$ cat config.mk
export PLATFORM = sky130hd
export DESIGN_NAME = triangle_bbox_walker_flat
export DESIGN_NICKNAME = d
export VERILOG_FILES = /design/src/rtl/triangle_bbox_walker_if.sv /design/src/rtl/triangle_bbox_walker.sv /design/src/flat_wrapper.sv
export SDC_FILE = /design/constraint.sdc
export NUM_CORES = 1
export LEC_CHECK = 0
export CELL_PAD_IN_SITES_DETAIL_PLACEMENT = 1
export CELL_PAD_IN_SITES_GLOBAL_PLACEMENT = 1
export CORE_MARGIN = 3
export CORE_UTILIZATION = 46
export CTS_BUF_LIST = sky130_fd_sc_hd__clkbuf_16
export CTS_CLUSTER_DIAMETER = 60
export DETAILED_ROUTE_END_ITERATION = 10
export PLACE_DENSITY_LB_ADDON = 0.1
export RECOVER_POWER = 25
export SLEW_MARGIN = 20
export SYNTH_ARGS = -nofsm -noshare
export SYNTH_HDL_FRONTEND = slang
export SYNTH_SLANG_ARGS = --single-unit
$ cat constraint.sdc
create_clock -name clk -period 17.5 [get_ports clk]
set_input_delay 2.625 -clock clk [delete_from_list [all_inputs] [get_ports clk]]
set_output_delay 2.625 -clock clk [all_outputs]
set_load 0.01 [all_outputs]
$ cat src/rtl/triangle_bbox_walker_if.sv
// triangle_bbox_walker_if: triangle intake and pixel stream bundle.
// Revision 1.0 - initial release.
`default_nettype none

interface triangle_bbox_walker_if;
  // Vertices packed {p, q, r}, each {x, y, z}; color packed {r, g, b}.
  logic [143:0] texel_vertices_in;
  logic [23:0]  texel_color_in;
  logic         texel_ready;
  logic         texel_read;
  logic [15:0]  pixel_x;
  logic [15:0]  pixel_y;
  logic [23:0]  pixel_color;
  logic         pixel_valid;
  logic         pixel_ready;
  logic         tri_done;
  logic         busy;

  modport master (
    output texel_vertices_in, texel_color_in, texel_ready, pixel_ready,
    input  texel_read, pixel_x, pixel_y, pixel_color, pixel_valid, tri_done, busy
  );

  modport slave (
    input  texel_vertices_in, texel_color_in, texel_ready, pixel_ready,
    output texel_read, pixel_x, pixel_y, pixel_color, pixel_valid, tri_done, busy
  );
endinterface

`default_nettype wire

$ cat src/rtl/triangle_bbox_walker.sv
// triangle_bbox_walker: clamps a triangle's bounding box to the screen and streams its pixels in raster order.
// Revision 1.0 - initial release.
`default_nettype none

module triangle_bbox_walker #(
  parameter int SCREEN_WIDTH  = 640,
  parameter int SCREEN_HEIGHT = 480
) (
  input  wire logic             clk,
  input  wire logic             rst,
  triangle_bbox_walker_if.slave bus
);

  typedef enum logic [1:0] {
    S_IDLE  = 2'd0,
    S_SETUP = 2'd1,
    S_WALK  = 2'd2,
    S_DONE  = 2'd3
  } state_t;

  localparam logic signed [16:0] c_X_MAX = 17'(SCREEN_WIDTH - 1);
  localparam logic signed [16:0] c_Y_MAX = 17'(SCREEN_HEIGHT - 1);
  localparam logic signed [16:0] c_ZERO  = 17'sd0;

  state_t      r_state;
  logic [15:0] r_px, r_py, r_qx, r_qy, r_rx, r_ry;
  logic [23:0] r_color;
  logic [15:0] r_min_x, r_max_x, r_min_y, r_max_y;
  logic [15:0] r_cur_x, r_cur_y;
  logic        r_pixel_valid;
  logic        r_tri_done;

  function automatic logic signed [16:0] smin3(input logic signed [15:0] a, b, c);
    logic signed [15:0] m;
    m = (a < b) ? a : b;
    m = (c < m) ? c : m;
    return {m[15], m};
  endfunction

  function automatic logic signed [16:0] smax3(input logic signed [15:0] a, b, c);
    logic signed [15:0] m;
    m = (a > b) ? a : b;
    m = (c > m) ? c : m;
    return {m[15], m};
  endfunction

  logic signed [16:0] w_mn_x, w_mx_x, w_mn_y, w_mx_y;
  logic signed [16:0] w_lo_x, w_hi_x, w_lo_y, w_hi_y;
  logic               w_empty;
  logic               w_accept;
  logic               w_unused_z;

  assign w_mn_x = smin3(r_px, r_qx, r_rx);
  assign w_mx_x = smax3(r_px, r_qx, r_rx);
  assign w_mn_y = smin3(r_py, r_qy, r_ry);
  assign w_mx_y = smax3(r_py, r_qy, r_ry);

  // Clamp in 17-bit signed so negative and off-right coordinates compare correctly.
  assign w_lo_x  = (w_mn_x < c_ZERO)  ? c_ZERO  : w_mn_x;
  assign w_hi_x  = (w_mx_x > c_X_MAX) ? c_X_MAX : w_mx_x;
  assign w_lo_y  = (w_mn_y < c_ZERO)  ? c_ZERO  : w_mn_y;
  assign w_hi_y  = (w_mx_y > c_Y_MAX) ? c_Y_MAX : w_mx_y;
  assign w_empty = (w_lo_x > w_hi_x) || (w_lo_y > w_hi_y);

  assign w_accept   = (r_state == S_WALK) && bus.pixel_ready;
  assign w_unused_z = ^{bus.texel_vertices_in[111:96], bus.texel_vertices_in[63:48],
                        bus.texel_vertices_in[15:0]};

  // Gated by rst so the strobe reads zero while reset is held.
  assign bus.texel_read  = (r_state == S_IDLE) && bus.texel_ready && !rst;
  assign bus.pixel_x     = r_cur_x;
  assign bus.pixel_y     = r_cur_y;
  assign bus.pixel_color = r_color;
  assign bus.pixel_valid = r_pixel_valid;
  assign bus.tri_done    = r_tri_done;
  assign bus.busy        = (r_state != S_IDLE);

  always_ff @(posedge clk or posedge rst) begin
    if (rst) begin
      r_state       <= S_IDLE;
      r_px          <= 16'd0;
      r_py          <= 16'd0;
      r_qx          <= 16'd0;
      r_qy          <= 16'd0;
      r_rx          <= 16'd0;
      r_ry          <= 16'd0;
      r_color       <= 24'd0;
      r_min_x       <= 16'd0;
      r_max_x       <= 16'd0;
      r_min_y       <= 16'd0;
      r_max_y       <= 16'd0;
      r_cur_x       <= 16'd0;
      r_cur_y       <= 16'd0;
      r_pixel_valid <= 1'b0;
      r_tri_done    <= 1'b0;
    end else begin
      case (r_state)
        S_IDLE: begin
          r_tri_done <= 1'b0;
          if (bus.texel_ready) begin
            r_px    <= bus.texel_vertices_in[143:128];
            r_py    <= bus.texel_vertices_in[127:112];
            r_qx    <= bus.texel_vertices_in[95:80];
            r_qy    <= bus.texel_vertices_in[79:64];
            r_rx    <= bus.texel_vertices_in[47:32];
            r_ry    <= bus.texel_vertices_in[31:16];
            r_color <= bus.texel_color_in;
            r_state <= S_SETUP;
          end
        end
        S_SETUP: begin
          if (w_empty) begin
            r_tri_done <= 1'b1;
            r_state    <= S_DONE;
          end else begin
            r_min_x       <= w_lo_x[15:0];
            r_max_x       <= w_hi_x[15:0];
            r_min_y       <= w_lo_y[15:0];
            r_max_y       <= w_hi_y[15:0];
            r_cur_x       <= w_lo_x[15:0];
            r_cur_y       <= w_lo_y[15:0];
            r_pixel_valid <= 1'b1;
            r_state       <= S_WALK;
          end
        end
        S_WALK: begin
          if (w_accept) begin
            if (r_cur_x < r_max_x) begin
              r_cur_x <= r_cur_x + 16'd1;
            end else if (r_cur_y < r_max_y) begin
              r_cur_x <= r_min_x;
              r_cur_y <= r_cur_y + 16'd1;
            end else begin
              r_pixel_valid <= 1'b0;
              r_tri_done    <= 1'b1;
              r_state       <= S_DONE;
            end
          end
        end
        S_DONE: begin
          r_tri_done <= 1'b0;
          r_state    <= S_IDLE;
        end
        default: r_state <= S_IDLE;
      endcase
    end
  end

endmodule

`default_nettype wire

$ cat src/flat_wrapper.sv
// flat-port wrapper written by rule: the top's interface ports become plain ports
module triangle_bbox_walker_flat 
#(
  parameter int SCREEN_WIDTH  = 640,
  parameter int SCREEN_HEIGHT = 480
)
  (clk, rst, bus_texel_vertices_in, bus_texel_color_in, bus_texel_ready, bus_pixel_ready, bus_texel_read, bus_pixel_x, bus_pixel_y, bus_pixel_color, bus_pixel_valid, bus_tri_done, bus_busy);
  triangle_bbox_walker_if bus_i ();
  input  wire logic clk;
  input  wire logic rst;
  input wire logic [$bits(bus_i.texel_vertices_in)-1:0] bus_texel_vertices_in;
  input wire logic [$bits(bus_i.texel_color_in)-1:0] bus_texel_color_in;
  input wire logic [$bits(bus_i.texel_ready)-1:0] bus_texel_ready;
  input wire logic [$bits(bus_i.pixel_ready)-1:0] bus_pixel_ready;
  output wire logic [$bits(bus_i.texel_read)-1:0] bus_texel_read;
  output wire logic [$bits(bus_i.pixel_x)-1:0] bus_pixel_x;
  output wire logic [$bits(bus_i.pixel_y)-1:0] bus_pixel_y;
  output wire logic [$bits(bus_i.pixel_color)-1:0] bus_pixel_color;
  output wire logic [$bits(bus_i.pixel_valid)-1:0] bus_pixel_valid;
  output wire logic [$bits(bus_i.tri_done)-1:0] bus_tri_done;
  output wire logic [$bits(bus_i.busy)-1:0] bus_busy;
  assign bus_i.texel_vertices_in = bus_texel_vertices_in;
  assign bus_i.texel_color_in = bus_texel_color_in;
  assign bus_i.texel_ready = bus_texel_ready;
  assign bus_i.pixel_ready = bus_pixel_ready;
  assign bus_texel_read = bus_i.texel_read;
  assign bus_pixel_x = bus_i.pixel_x;
  assign bus_pixel_y = bus_i.pixel_y;
  assign bus_pixel_color = bus_i.pixel_color;
  assign bus_pixel_valid = bus_i.pixel_valid;
  assign bus_tri_done = bus_i.tri_done;
  assign bus_busy = bus_i.busy;
  triangle_bbox_walker #(.SCREEN_WIDTH(SCREEN_WIDTH), .SCREEN_HEIGHT(SCREEN_HEIGHT)) u_core (.clk(clk), .rst(rst), .bus(bus_i));
endmodule
* After elaboration in Yosys (flattened, before gate mapping)
Cells that the tools add are included.
** Storage, ports and cells
- Flip-flop bits (word level) :: 204
- Output and inout port bits :: 60
- Logic and storage cells :: 99
** Cells by class
- Add/sub/neg operators :: 2
- Magnitude comparators :: 16
- Equality and inequality tests :: 11
- Muxes and demuxes :: 38
- Bitwise logic cells :: 1
- Reduce and logical (&&, ||, !) cells :: 16
** Operator list (count)
- $mux W16 :: 16
- $lt A16 B16 Y1 :: 6
- $mux W17 :: 4
- $gt A16 B16 Y1 :: 4
- $pmux W16 S2 :: 2
- $gt A17 B17 Y1 :: 2
- $add A16 B1 Y16 const B :: 2
- $lt A16 B1 Y1 const B :: 2
- $gt A16 B10 Y1 const B :: 1
- $gt A16 B11 Y1 const B :: 1
- $reduce_and A4 Y1 :: 3
- $ne A2 B2 Y1 const B :: 5
- $reduce_and A5 Y1 :: 2
- $mux W1 :: 9
- $mux W2 :: 4
- $pmux W2 S4 :: 1
- $eq A2 B2 Y1 const B :: 2
- $ne A2 B1 Y1 const B :: 2
- $reduce_and A2 Y1 :: 2
- $reduce_bool A2 Y1 :: 2
- $logic_and A1 B1 Y1 :: 3
- $ne A3 B3 Y1 const B :: 1
- $pmux W1 S3 :: 1
- $eq A2 B1 Y1 const B :: 1
- other kinds (6) :: 6

* Logic depth before layout (Yosys ltp)
Gate-level depths: netlist of run 1.
- Depth in word-level cells :: 10
- Mapped depth :: 34
- Depth with buffers taken out :: 28

* Worst setup path before layout of run 1
OpenSTA, ideal clock, no wires.
- Kind :: flip-flop to flip-flop
- Start point :: register u_core.r_qy[15]
- End point :: register u_core.r_cur_y[1], in the netlist u_core.bus.pixel_y[1]
- Library setup time :: 0.127 ns
- Arrival :: 7.424 ns
- Data required time :: 17.373 ns
- Path slack :: 9.949 ns
- Stages on the path, launching flop included :: 29
- Buffers on the path :: 5
- Period minus slack after synthesis :: 7.551 ns
- Cells stage by stage :: dfrtp_1 > clkinv_1 > clkbuf_1 > ha_1 > nand4_2 > nor4_4 > o21ai_2 > a31oi_2 > buf_4 > buf_2 > buf_2 > mux2i_1 > ha_1 > a21o_1 > a2111oi_0 > o211ai_1 > a2bb2oi_2 > and3_1 > nor2_4 > mux2_2 > ha_1 > a2111oi_0 > o211ai_1 > a22o_1 > o21a_1 > or3_1 > buf_4 > nor2_4 > mux2_1
** On the way
- Word-level cells in the longest chain between the ends :: 10
- Elaborated cells on any way between the ends :: 18
- Classes of those cells :: order compare (7); eq/ne (1); mux (8); reduce/logical (2)
** Ends and longest elaborated chain
- from (decl) :: line triangle_bbox_walker.sv:26 : logic [15:0] r_px, r_py, r_qx, r_qy, r_rx, r_ry;
- from (signal assigned) :: line triangle_bbox_walker.sv:104 : r_qy <= bus.texel_vertices_in[79:64];
- $lt A16 B16 Y1 / $gt A16 B16 Y1 (equally long branches) :: line triangle_bbox_walker.sv:35, triangle_bbox_walker.sv:42
- $mux W16, on equally long branches :: line triangle_bbox_walker.sv:35, triangle_bbox_walker.sv:42
- $lt A16 B16 Y1 / $gt A16 B16 Y1 (equally long branches) :: line triangle_bbox_walker.sv:36, triangle_bbox_walker.sv:43
- $mux W16, on equally long branches :: line triangle_bbox_walker.sv:36, triangle_bbox_walker.sv:43
- $lt A16 B1 Y1 / $gt A16 B10 Y1 (equally long branches) :: line triangle_bbox_walker.sv:61, triangle_bbox_walker.sv:62
- $mux W17, on equally long branches :: line triangle_bbox_walker.sv:61, triangle_bbox_walker.sv:62
- $gt A17 B17 Y1 :: line triangle_bbox_walker.sv:63 : assign w_empty = (w_lo_x > w_hi_x) || (w_lo_y > w_hi_y);
- $logic_or A1 B1 Y1 :: line triangle_bbox_walker.sv:63
- $ne A2 B2 Y1 (no line)
- $reduce_and A5 Y1 (no line)
- to (signal assigned) :: line triangle_bbox_walker.sv:121 : r_cur_y <= w_lo_y[15:0];
- to (signal assigned) :: line triangle_bbox_walker.sv:132 : r_cur_y <= r_cur_y + 16'd1;
- to (decl) :: line triangle_bbox_walker.sv:29 : logic [15:0] r_cur_x, r_cur_y;
Several ways; a longest one is shown, not always the timed one. The select of a mux whose other input is x is not followed.
A chain may end at the register's enable or synchronous reset.

* Worst setup path after layout of run 1
Ends and elaborated chain as after synthesis.

==> results.json, run 1 <==
{
  "cts_made_buffers": 28,
  "vias_per_cell": 6.01,
  "skew_ps": 16.7,
  "hold_class": "register to register",
  "clk_pin_slew_worst_paths_ps": 60,
  "tightestPinTransition_ps": 6160,
  "cp.required_ps": 17930,
  "final_area_um2": 18400,
  "critPathTopFamily": "compound AO/OA/AOI/OAI gates",
  "synth_most_common_cell": "dfrtp_1",
  "grt_busiest_layer": "met2",
  "initial_core_util": 0.468,
  "drv_cap": 1,
  "critPathLaunchType": "register",
  "die_area_um2": 35400,
  "fin_crit_ps": 9900,
  "ant_nets": 0,
  "synth_fp_nets": 1961,
  "slew_headroom": -3.13,
  "finalSetupViolCount": 0,
  "grt_max_degree": 136,
  "async_flop_share": 1.00,
  "critical_path_class": "register to register",
  "synth_top_area_cell": "dfrtp_1",
  "rsz0062_at_grt": "no",
  "grt_pass1_vias": 14500,
  "post_drt_wl_per_cell_um": 22.5,
  "drt-initial-drc-count": 738,
  "cts_hold_buf": 0,
  "netlist_top_cells_area": "dfrtp_1 (33%), ha_1 (13%), mux2_2 (11%), a21oi_1 (3.7%), nor2_1 (3.1%)",
  "ios": 232,
  "drive_gt1_frac": 0.139,
  "post_cts_buffers": 0,
  "worstPathMaxFanout": 31,
  "drt_pre_antenna_iters": 5,
  "setup_tns_ps": 0,
  "violations": "capacitance limit, slew limit",
  "synth_seq_cells": 203,
  "cp.arrival_ps": 10340,
  "drcViolationCount": 0,
  "antennaDiodeCount": 0,
  "final_nets": 2111,
  "synth.avg_cell_area_um2": 9.38,
  "endpoint_kind": "register",
  "core_um2": 32600,
  "rows": 66,
  "slowest_delay_ps": 810,
  "hold_viol": 0,
  "grtUsageMet2": 0.450,
  "cts_resized": 0,
  "status": "finished with violations",
  "cts_tree": "yes",
  "die_y_um": 188,
  "cts_max_level": 1,
  "grt_pass1_wl_um": 81100,
  "synth_flop_cell": "dfrtp_1",
  "hpwl_um": 38100,
  "place_area_um2": 17500,
  "synth_edf_count": 0,
  "synthToLayoutAreaGrowth_pct": 20.2,
  "synthCells": 1629,
  "clockBufferDepth": 3,
  "dieWidth_um": 188,
  "cts_root_buffer": "clkbuf_16",
  "max_freq_mhz": 101,
  "gp_congestion": 0.913,
  "drv_slew": 136,
  "utilization": 0.563,
  "syn_area_um2": 15300,
  "overflow": 0,
  "fin_crit_sh": 0.566,
  "ys_warn_count": 0,
  "num_vias": 13500,
  "clk_latency_ps": 570,
  "grt.met1_usage": 0.401,
  "wl_um": 50400,
  "crit_path_top_delay_cell": "a21oi_1",
  "cts_sinks": 203,
  "port_buffers": 183,
  "ys_seq_area_frac": 0.332,
  "met3_usage": 0.0567,
  "antenna_found_initial": 2,
  "synth_commonest_cells": "dfrtp_1 (203), ha_1 (160), mux2_2 (156)",
  "crit_buf_inv": 1,
  "ys_types": 87,
  "synthDominantCellAreaShare": 0.332,
  "grt_usage": 0.283
}
==> registers in the layout (all words and copies together) (netlist names) <==
register	flops
u_core.bus.pixel_color	24
u_core.bus.pixel_x	16
u_core.bus.pixel_y	16
u_core.r_max_x	16
u_core.r_max_y	16
u_core.r_px	16
u_core.r_py	16
u_core.r_qx	16
u_core.r_qy	16
u_core.r_rx	16
u_core.r_ry	16
u_core.r_min_x	15
u_core.r_state	2
u_core.bus.pixel_valid	1
u_core.bus.tri_done	1
==> layout make-up <==
class / instances / area (um2)
multi-input cells: 1258 / 9550
clock inverters: 23 / 220
clock buffers: 28 / 701
fillers: 3653 / 14200
well taps: 442 / 553
flip-flops and latches: 203 / 5080
repair buffers: 195 / 1920
inverters: 93 / 350
==> stage by stage <==
| stage | hold slack, ps | instances | worst slack [ps] |
|---|---|---|---|
| after CTS | 499 | 2242 | 7650 |
| after floorplan | 457 | 1629 | 9340 |
| final | 497 | 2242 | 7600 |
| after global routing | 513 | 2242 | 6770 |
| after detailed placement | 486 | 2191 | 7710 |
| after global placement | 462 | 2191 | 7840 |
==> per-layer routing <==
layer / routed length [um] / vias up
li1: - / 6324
met1: 23500 / 6736
met2: 22600 / 348
met3: 3230 / 68
met4: 966 / 4
met5: 27 / -
==> worst paths after layout <==
path                                              from                    endpoint  cells after the start  slack (ps)
max in group asynchronous                          rst              u_core.r_ry[0]                      3       10140
worst min-delay path            u_core.bus.pixel_valid      u_core.bus.pixel_valid                      1         500
worst max register to register         u_core.r_qy[15]       u_core.bus.pixel_y[1]                     28        7600
worst max-delay path                   u_core.r_qy[15]       u_core.bus.pixel_y[1]                     28        7600
min in group asynchronous                          rst  u_core.bus.pixel_color[23]                      2        4490
worst min register to register  u_core.bus.pixel_valid      u_core.bus.pixel_valid                      1         500
==> worst reg2reg max path, delay by kind of cell (launching register included) <==
kind            cells  cell delay, ps
compound gates      9            3750
fa+ha+maj           3            1030
buf+inv             1             450
flops               1             460
mux                 2             910
simple gates       13            3210
==> cell usage in the layout, fill, tap and decap left out, types with 10 or more instances in the layout <==
cell,count
a211oi_1,22
and2_1,30
o31ai_1,15
clkbuf_16,28
nand2_1,100
nor3_1,14
o22a_1,10
o211ai_1,28
nor2b_1,27
ha_1,160
o21ai_0,67
a21oi_1,112
dfrtp_1,203
a21o_1,25
buf_4,12
nor2_1,125
inv_1,96
a31oi_1,24
clkdlybuf4s50_1,182
nor4_1,12
mux2i_1,45
nand3_1,59
o21a_1,17
a211o_1,12
nand2b_1,14
mux2_2,156
nand4_1,34
==> cell families (layout without fill, tap and decap cells) <==
logic type      after synthesis  count (layout)  synth area share
mux                         202             202             0.145
buf+inv                     168             339            0.0441
simple gates                467             467             0.154
xor+xnor                     13              13           0.00745
compound gates              416             416             0.186
fa+ha+maj                   160             160             0.131
flops                       203             203             0.332
Power of run 1 is left out: the tool's default activity adds up to more than one toggle a clock period on the data nets, which glitch-free logic cannot reach.
==> inputs of run 2 (changes only) <==
--- a/config.mk
+++ b/config.mk
@@ -8,7 +8,7 @@
 export CELL_PAD_IN_SITES_DETAIL_PLACEMENT = 1
 export CELL_PAD_IN_SITES_GLOBAL_PLACEMENT = 1
 export CORE_MARGIN = 3
-export CORE_UTILIZATION = 46
+export CORE_UTILIZATION = 39
 export CTS_BUF_LIST = sky130_fd_sc_hd__clkbuf_16
 export CTS_CLUSTER_DIAMETER = 60
 export DETAILED_ROUTE_END_ITERATION = 10
==> constraint.sdc (replaced) <==
create_clock -name clk -period 8.04 [get_ports clk]
set_input_delay 1.206 -clock clk [delete_from_list [all_inputs] [get_ports clk]]
set_output_delay 1.206 -clock clk [all_outputs]
set_load 0.01 [all_outputs]
==> results.json, run 2 (synthesis results as in run 1) <==
{
  "status": "finished with violations",
  "violations": "capacitance limit, slew limit",
  "grt_max_degree": 134,
  "final_nets": 2189,
  "num_vias": 13600,
  "hp-start": "u_core.bus.pixel_valid",
  "r2r_setup_slack_ps": 330,
  "min_to": "u_core.bus.pixel_valid",
  "fin_crit_sh": 0.958,
  "clk_pin_slew_worst_paths_ps": 50,
  "drv_slew": 134,
  "utilization": 0.502,
  "cts_sinks": 203,
  "gp_congestion": 0.896,
  "initial_core_util": 0.401,
  "final_area_um2": 19100,
  "cts_tree": "yes",
  "largest_register_ffs": 24,
  "overflow": 0,
  "grt_pass1_vias": 14400,
  "synthToLayoutAreaGrowth_pct": 25.3,
  "fill_cells": 4318,
  "critical_path_class": "register to register",
  "vias_per_cell": 5.71,
  "finalSetupViolCount": 0,
  "r2r_cells": 30,
  "antenna_found_initial": 3,
  "hpwl_um": 39100,
  "ant_nets": 0,
  "place_area_um2": 18100,
  "skew_ps": 9.16,
  "drv_cap": 1,
  "slowest_delay_ps": 660,
  "critPathLaunchType": "register",
  "final_cell_mix": "dfrtp_1 (203), clkdlybuf4s50_1 (182), ha_1 (160)",
  "slew_headroom": -2.34,
  "endpoint_kind": "register",
  "max_freq_mhz": 130,
  "cts_hold_buf": 0,
  "grt_pass1_wl_um": 80200,
  "post_drt_wl_per_cell_um": 21.0,
  "drt_pre_antenna_iters": 4,
  "mostFrequentLayoutCell": "dfrtp_1",
  "clk_latency_ps": 570,
  "port_buffers": 183,
  "rows": 71,
  "core_um2": 38100,
  "worstPathMaxFanout": 18,
  "cp.required_ps": 8540,
  "die_area_um2": 41600,
  "cts_made_buffers": 29,
  "whs_path_depth": 1,
  "cts_max_level": 1,
  "crit_top_cell": "buf_4",
  "hold_class": "register to register",
  "fin_crit_ps": 7710,
  "crit_path_top_delay_cell": "a2111oi_4",
  "setup_tns_ps": 0,
  "hold_viol": 0,
  "drt-initial-drc-count": 624,
  "wl_um": 50200,
  "drive_gt1_frac": 0.178,
  "cts_root_buffer": "clkbuf_16",
  "ios": 232,
  "cp.arrival_ps": 8210,
  "rr_endpoint": "u_core.bus.pixel_x[15]",
  "dieWidth_um": 204,
  "reg2reg_from": "u_core.r_qx[1]",
  "drcViolationCount": 0,
  "tightestPinTransition_ps": 5010,
  "die_y_um": 204,
  "clockBufferDepth": 3,
  "grt_usage": 0.240
}
[run 2: cell count changes in the layout (fill, tap and decap cells not counted), moves of 3 or more]
cell      delta
clkinv_2     -3
buf_4       +71
mux2i_2      +3
clkinv_1     +4
inv_1        +3
mux2i_1      -3
[run 2: cell type report]
cell class | instances | area [um2] | share of cell area
multi-input combinational | 1259 | 9670 | 0.505
timing repair buffer | 271 | 2540 | 0.133
antenna | 1 | 2.50 | 0.000131
sequential | 203 | 5080 | 0.265
inverter | 93 | 349 | 0.0182
tap | 511 | 639 | 0.0334
clock inverter | 22 | 138 | 0.00719
clock buffer | 29 | 726 | 0.0379
[run 2: routing by layer]
layer	vias to the layer above	GRT usage	part of all wire	routed length (um)
met5	-	0	0.00054	27
met4	4	0.0511	0.017	869
met3	62	0.0451	0.053	2680
met2	284	0.370	0.44	21900
met1	6792	0.352	0.49	24700
li1	6497	-	-	-
[run 2: worst max-delay path by stage]
stage | start | end | cells past startpoint
2_1_floorplan | u_core.r_qy[15] | u_core.bus.pixel_y[1] | 28
3_3_place_gp | u_core.r_qx[15] | u_core.bus.pixel_y[1] | 30
3_5_place_dp | u_core.r_qx[1] | u_core.bus.pixel_y[1] | 30
4_1_cts | u_core.r_qx[1] | u_core.bus.pixel_y[1] | 30
5_1_grt | u_core.r_qy[15] | u_core.r_max_x[1] | 30
6_report | u_core.r_qx[1] | u_core.bus.pixel_x[15] | 30
[run 2: through the flow]
step	instances	hold slack, ps	setup WS [ps]
CTS	2377	486	115
floorplan	1629	457	489
finish	2389	479	335
global route	2388	519	-12.6
detailed placement	2326	475	100
global placement	2326	473	277
[run 2: worst max-delay path: cells and delay by family (launching register included)]
kind	cells	cell delay (ps)
flip-flops	1	400
multiplexers	1	350
adder cells (fa/ha/maj)	3	990
buffers and inverters	6	980
AND/OR/NAND/NOR	6	1220
AO/OA/AOI/OAI	14	3730
[run 2: repair_timing]
action	CTS	global route
buffers inserted	0	9
resized for setup	0	25
setup endpoints to repair	0	82
Power of run 2 is left out for the same reason.
==> inputs of run 3 (changes only) <==
--- a/config.mk
+++ b/config.mk
@@ -12,6 +12,7 @@
 export CTS_BUF_LIST = sky130_fd_sc_hd__clkbuf_16
 export CTS_CLUSTER_DIAMETER = 60
 export DETAILED_ROUTE_END_ITERATION = 10
+export MAX_ROUTING_LAYER = met4
 export PLACE_DENSITY_LB_ADDON = 0.1
 export RECOVER_POWER = 25
 export SLEW_MARGIN = 20
==> results.json, run 3 (synthesis results as in run 1) <==
{
  "vias_per_cell": 5.71,
  "fill_cells": 4303,
  "crit_path_top_delay_cell": "a221o_2",
  "setup_ws_ps": 342,
  "antenna_found_initial": 3,
  "dieWidth_um": 204,
  "place_ws_ps": 201,
  "cts_max_level": 1,
  "grt_pass1_wl_um": 80500,
  "num_vias": 13700,
  "slowest_delay_ps": 460,
  "wl_um": 51000,
  "cp.required_ps": 8490,
  "gp_congestion": 0.901,
  "clk_latency_ps": 560,
  "post_drt_wl_per_cell_um": 21.3,
  "cts_sinks": 203,
  "fin_crit_ps": 7700,
  "grt_usage": 0.248,
  "fin_crit_sh": 0.958,
  "whs_path_depth": 2,
  "critPathLaunchType": "register",
  "hpwl_um": 39000,
  "drive_gt1_frac": 0.185,
  "initial_core_util": 0.401,
  "worstPathMaxFanout": 18,
  "layoutNonFillerInstCount": 2396,
  "die_area_um2": 41600,
  "final_area_um2": 19200,
  "drt_pre_antenna_iters": 5,
  "ios": 232,
  "final_nets": 2193,
  "ant_nets": 0,
  "overflow": 0,
  "endpoint_kind": "register",
  "status": "finished with violations",
  "grt_max_degree": 109,
  "cp.arrival_ps": 8150,
  "rows": 71,
  "cts_made_buffers": 29,
  "place_area_um2": 18100,
  "hold_ws_ps": 490,
  "drv_slew": 155,
  "hold_class": "register to register",
  "grt_pass1_vias": 14300,
  "die_y_um": 204,
  "finalSetupViolCount": 0,
  "drv_cap": 2,
  "core_um2": 38100,
  "tightestPinTransition_ps": 4910,
  "clk_pin_slew_worst_paths_ps": 60,
  "max_freq_mhz": 130,
  "port_buffers": 183,
  "final_cell_mix": "dfrtp_1 (203), clkdlybuf4s50_1 (182), ha_1 (159)",
  "cts_tree": "yes",
  "violations": "capacitance limit, slew limit",
  "skew_ps": 12.2,
  "critical_path_class": "register to register",
  "drt-initial-drc-count": 519,
  "cts_root_buffer": "clkbuf_16",
  "hold_viol": 0,
  "synthToLayoutAreaGrowth_pct": 26.0,
  "clockBufferDepth": 3,
  "mostFrequentLayoutCell": "dfrtp_1",
  "dp.cells": 2327,
  "r2r_cells": 33,
  "slew_headroom": -2.29,
  "largest_register_ffs": 24,
  "drcViolationCount": 0
}
[run 3: cell count changes in the layout (fill, tap and decap cells not counted), moves of 2 or more]
cell      change
clkinv_2      +3
mux2i_4       +2
mux2i_2       +2
mux2i_1       -4
diode_2       +2
inv_1         -2
clkinv_1      -2
[run 3: area by class of cell]
| type | instances | area (um2) | share of cell area |
|---|---|---|---|
| inverters | 93 | 350 | 0.0182 |
| well taps | 511 | 639 | 0.0332 |
| multi-input cells | 1259 | 9710 | 0.504 |
| clock inverters | 23 | 154 | 0.00800 |
| repair buffers | 275 | 2580 | 0.134 |
| diodes | 3 | 7.51 | 0.000390 |
| clock buffers | 29 | 726 | 0.0377 |
| flip-flops and latches | 203 | 5080 | 0.264 |
[run 3: timing repair]
item                                    in CTS  in global routing
hold endpoints to repair                     0                  0
buffers inserted                             0                 11
gates resized for setup                      0                 33
endpoints found under the setup margin       0                 82
hold buffers                                 0                  0
[run 3: final timing paths]
kind | startpoint | to | slack (ps)
max reg2reg | u_core.r_qx[13] | u_core.r_min_x[2] | 340
max in group asynchronous | rst | u_core.r_rx[15] | 1780
max | u_core.r_qx[13] | u_core.r_min_x[2] | 340
min reg2reg | u_core.r_max_y[12] | u_core.r_max_y[12] | 490
min | u_core.r_max_y[12] | u_core.r_max_y[12] | 490
min in group asynchronous | rst | u_core.bus.pixel_color[12] | 2610
[run 3: per-stage QoR]
step	TNS (ps)	utilization
after floorplan	0	-
after global placement	0	0.475
after detailed placement	0	0.475
after CTS	0	0.498
after global routing	-675	0.505
final	0	0.505
[run 3: layer usage]
layer  global-route usage  up-vias  wire, um  part of all wire
met5                    -        -         0                 0
met4               0.0523        0       903             0.018
met3               0.0414       63      2690             0.053
met2                0.368      305     22000              0.43
met1                0.359     6820     25400              0.50
li1                     -     6500         -                 -
[run 3: critical path: cells and delay by family (launching register included)]
kind / cells / cell delay (ps)
compound gates: 13 / 2750
simple gates: 8 / 1730
mux: 2 / 650
flops: 1 / 430
fa+ha+maj: 3 / 820
buf+inv: 7 / 1170
Power of run 3 is left out for the same reason.
